## src/rtl/fetch_sequencer.sv

```systemverilog
// Fetch sequencer: drives the PC register, keeps one instruction-memory fetch
// outstanding, buffers one instruction toward decode and squashes stale responses.
module fetch_sequencer #(
    parameter int DATA        = 32,
    parameter int INSTR_BYTES = 4
) (
    input  logic            clk,
    input  logic            reset,
    input  logic [DATA-1:0] pc,
    output logic [DATA-1:0] pc_next,
    output logic            pc_stall,
    output logic            imem_req,
    output logic [DATA-1:0] imem_addr,
    input  logic            imem_gnt,
    input  logic            imem_rvalid,
    input  logic [DATA-1:0] imem_rdata,
    input  logic            redirect_valid,
    input  logic [DATA-1:0] redirect_target,
    input  logic            pipe_stall,
    output logic            instr_valid,
    output logic [DATA-1:0] instr,
    output logic [DATA-1:0] instr_pc
);

    // state | meaning
    // REQ   | request presented, not yet granted
    // WAIT  | one request outstanding on the current path
    // DRAIN | outstanding response belongs to a stale path, drop it
    localparam logic [1:0] REQ   = 2'd0;
    localparam logic [1:0] WAIT  = 2'd1;
    localparam logic [1:0] DRAIN = 2'd2;

    logic [1:0]      state;
    logic [1:0]      state_nxt;
    logic            capture;
    logic            buf_busy;
    logic [DATA-1:0] redirect_pc;

    assign buf_busy    = instr_valid && pipe_stall;
    // Targets are forced onto an instruction-word boundary.
    assign redirect_pc = redirect_target & ~DATA'(3);

    always_comb begin
        state_nxt = state;
        capture   = 1'b0;
        pc_stall  = 1'b1;
        pc_next   = pc + DATA'(INSTR_BYTES);
        imem_req  = 1'b0;
        imem_addr = pc;

        case (state)
            REQ: begin
                imem_req = !buf_busy && !redirect_valid;
                if (imem_req && imem_gnt) begin
                    state_nxt = WAIT;
                end
            end
            WAIT: begin
                if (imem_rvalid) begin
                    capture   = 1'b1;
                    pc_stall  = 1'b0;
                    state_nxt = REQ;
                end
            end
            DRAIN: begin
                if (imem_rvalid) begin
                    state_nxt = REQ;
                end
            end
            default: begin
                state_nxt = REQ;
            end
        endcase

        // A redirect wins over everything; a response still in flight is stale.
        if (redirect_valid) begin
            capture  = 1'b0;
            pc_stall = 1'b0;
            pc_next  = redirect_pc;
            if (state == REQ) begin
                state_nxt = REQ;
            end else if (imem_rvalid) begin
                state_nxt = REQ;
            end else begin
                state_nxt = DRAIN;
            end
        end
    end

    always_ff @(posedge clk) begin
        if (reset) begin
            state       <= REQ;
            instr_valid <= 1'b0;
            instr       <= '0;
            instr_pc    <= '0;
        end else begin
            state <= state_nxt;
            if (redirect_valid) begin
                instr_valid <= 1'b0;
            end else if (capture) begin
                instr_valid <= 1'b1;
                instr       <= imem_rdata;
                instr_pc    <= pc;
            end else if (!pipe_stall) begin
                instr_valid <= 1'b0;
            end
        end
    end

endmodule
```

## config.mk

```make
export PLATFORM = sky130hd
export DESIGN_NAME = fetch_sequencer
export DESIGN_NICKNAME = d
export VERILOG_FILES = /design/src/rtl/fetch_sequencer.sv
export SDC_FILE = /design/constraint.sdc
export NUM_CORES = 1
export LEC_CHECK = 0
export ABC_AREA = 1
export BUFFER_PORTS_ARGS = -buffer_cell sky130_fd_sc_hd__buf_2
export CAP_MARGIN = 20
export CORE_MARGIN = 2
export CORE_UTILIZATION = 45
export CTS_CLUSTER_SIZE = 16
export DETAILED_ROUTE_END_ITERATION = 6
export GPL_TIMING_DRIVEN = 0
export PLACE_DENSITY = 0.93
export SYNTH_ARGS = -nofsm -noshare
export SYNTH_HDL_FRONTEND = slang
export SYNTH_SLANG_ARGS = --single-unit
```

## constraint.sdc

```tcl
create_clock -name clk -period 2.3 [get_ports clk]
set_clock_uncertainty 0.15 [all_clocks]
set_input_delay 0.345 -clock clk [delete_from_list [all_inputs] [get_ports clk]]
set_output_delay 0.345 -clock clk [all_outputs]
set_load 0.01 [all_outputs]
```

==> run_results.csv <==
group,metric,value,unit
setup_path,path_common_cell,"nand2_1",
synth,async_flop_share,0,
setup_path,cp-start-kind,"input port",
synth,synth.ff_latch_count,67,
min_path,hp-start,"imem_rdata[10]",
drt,via_per_inst,4.952,
die,ios,233,
synth,synth_ff_type,"dfxtp_1",
clocking,htree_num_levels,3,
timing,timing_hold_violations_final,0,
setup_path,cpMaxStageDelayCell,"nor2_4",
global_routing,grt_pass1_wl,19180,um
drt,wl_met1,5099,um
place,preCtsSetupSlack,0.08516,ns
power_and_ir_drop,p_leak,2.964,nW
clocking,cts_made_buffers,9,
setup_path,cp_slowest_stage_delay,0.20,ns
finish,area_delta_synth_final,39.72,%
drt,drtAntennaViolNets,0,
timing,finalSetupViolCount,0,
timing,fin_crit_sh,0.9493,
setup_path,critPathTopFamily,"simple AND/OR/NAND/NOR gates",
synth,yosys-top-cells-count,"136 x nor2_1, 134 x nand2_1, 73 x o21ai_0, 67 x dfxtp_1, 32 x buf_4",
die,die_w,96.11,um
timing,fmax,0.4580,GHz
synth,yosysMostFrequentCell,"nor2_1",
die,dieArea,9236,sq um
run_status,status,"complete, no violations",
timing,maxSlewViolCount,0,
global_routing,antenna_found_initial,0,
global_routing,grt_use_total,0.2737,
die,core,8217,sq um
drt,met3RoutedLength,1277,um
synth,syn_avg_cell_area,6.459,sq um
drt,wl_met2,6499,um
clocking,cts_tree,"done",
setup_path,r2r_end,"instr[18]$_SDFFE_PP0P_",
drt,routed_wl,13140,um
global_routing,overflow,0,
place,port-buffer-count,229,
finish,fin_nets,940,
setup_path,reg2reg_from,"state[1]$_SDFFE_PP0P_",
synth,synthesis.area,3817,sq um
die,start_util,0.4646,
synth,synth_area_leader_cell,"dfxtp_1",
finish,instances_no_fill,945,
die,die_y,96.11,um
drt,remaining_drc_errors,0,
clocking,clk_pin_slew_worst_paths,0.09,ns
setup_path,r2r_cells,9,
setup_path,cp.arrival,1.69,ns
synth,synthCells,591,
timing,setup_ws,0.1165,ns
global_routing,grt_max_degree,15,
synth,synth_edf_count,0,
synth,syn_nets,696,
synth,synth_top_area_share,0.3514,
synth,synth_cell_types,28,
die,num_rows,33,
power_and_ir_drop,report.power.total,2.856,mW
timing,hold-worst-slack,0.07231,ns
place,dp_hpwl,10320,um
drt,highest_layer,"met4",
synth,synthTopCellsByArea,"dfxtp_1 35%, nor2_1 13%, nand2_1 13%",
timing,fin_crit,2.183,ns
power_and_ir_drop,power.density,535.4,nW/um^2
drt,dr.pass1.iters,5,
place,place.gp.congestion,0.9299,
drt,vias,4680,
min_path,hold_class,"input port to flop",
drt,drt_iter0_drc,202,
setup_path,endpoint,"pc_next[30]",
timing,slew_headroom,0.6329,
place,dp_cells,925,
clocking,clk-insertion-delay-late,0.33,ns
setup_path,cp.buffers_inverters,2,
min_path,hold_depth,3,
finish,drive_gt1_frac,0.3833,
setup_path,crit_cells,11,
setup_path,ff2ff_setup_slack,0.50,ns
power_and_ir_drop,ir_drop,482.2,uV
setup_path,critPathKind,"input port to primary output",
global_routing,grt_pass1_vias,4021,
setup_path,startpoint,"pc[2]",
clocking,cts_sinks,67,
setup_path,path_cells,"buf_2, ha_1, nand2_1, nor2_4, nand2_4, nor2_2, nand2_1, nand2_1, nand3_1, nand2_1, buf_2",
flow_run,cap_violations,0,
clocking,clk_path_buf_depth,2,
setup_path,critPathRequiredTime,1.80,ns
synth,synth_warnings,0,
finish,n_antenna_cell,0,
synth,ys_seq_area_frac,0.3514,
drt,drt-wirelength-per-cell,13.90,um
setup_path,cp_max_fo,5,
setup_path,worst_setup_path_end_kind,"primary output",
clocking,clock-root-buffer,"clkbuf_8",
timing,worstMarginPinSlew,0.5506,ns
[final cells by class]
| class | instances | area [sq um] |
|---|---|---|
| Inverter | 31 | 116.4 |
| Buffer | 58 | 375.4 |
| Timing Repair Buffer | 233 | 1176 |
| Tap cell | 105 | 131.4 |
| Fill cell | 803 | 2883 |
| Sequential cell | 67 | 1341 |
| Clock inverter | 7 | 80.08 |
| Multi-Input combinational cell | 435 | 1989 |
| Clock buffer | 9 | 123.9 |
[stage by stage]
step	area, sq um	util	setup TNS (ns)
6_report	5334	0.6492	0
5_1_grt	5334	0.6492	-0.001222
4_1_cts	5299	0.6449	0
3_5_place_dp	5095	0.6201	0
3_3_place_gp	5095	0.6201	0
2_1_floorplan	3817	-	0
[tightest hold or removal path: cells and delay by family]
kind | cells | cell delay (ns)
buf+inv | 1 | 0.07
simple gates | 2 | 0.11
[cell usage in the layout, fill, tap and decap left out, types with 2 or more instances in the layout]
master,n
or2_1,2
and2_1,3
nand2_1,134
o21ai_0,73
inv_6,3
a31oi_1,2
buf_2,241
inv_2,2
clkbuf_1,10
a211oi_1,3
nor2_4,12
buf_4,36
nor2_2,5
a21oi_1,20
clkbuf_8,9
nand2_2,5
nor2_1,136
inv_1,28
nand2_4,2
dfxtp_1,67
buf_6,3
nand3_1,30
ha_1,3
[state kept, by name, summed over array words and instances, names as in the netlist]
signal	flops
instr	32
instr_pc	32
state	2
instr_valid	1
[report_power, final]
group	switching, mW	total [mW]	internal (mW)	leakage (nW)
logic	0.337	0.587	0.250	2.32
registers	0.0193	1.22	1.20	0.543
clock network	0.529	1.05	0.519	0.103
total	0.885	2.86	1.97	2.96
[how the worst min path moves through the flow]
| stage | end | slack (ns) |
|---|---|---|
| final | instr[10]$_SDFFE_PP0P_ | 0.07 |
| after global routing | instr[13]$_SDFFE_PP0P_ | 0.06 |
| after CTS | instr[10]$_SDFFE_PP0P_ | 0.05 |
| after detailed placement | state[1]$_SDFFE_PP0P_ | 0.31 |
| after global placement | state[1]$_SDFFE_PP0P_ | 0.30 |
| after floorplan | state[1]$_SDFFE_PP0P_ | 0.26 |
[layer usage]
layer | up-vias | track usage
met5 | - | 0
met4 | 0 | 0.1048
met3 | 19 | 0.06578
met2 | 233 | 0.4861
met1 | 2090 | 0.3156
li1 | 2338 | -
[cells by family (layout without fill, tap and decap cells)]
logic type,count (synthesis),count (layout),share of synthesized area
and+or+nand+nor,331,331,0.3730
buffers and inverters,89,338,0.1288
DFF,67,67,0.3514
AOI/OAI and AO/OA,99,99,0.1324
adders and majority gates,3,3,0.009834
xor gates and xnor gates,2,2,0.004589
[what timing repair did]
action,CTS,global route
endpoints found under the setup margin,0,4
hold buffers,0,0
buffers inserted,0,4
gates resized for setup,0,1
(Power assumes the default switching activity.)
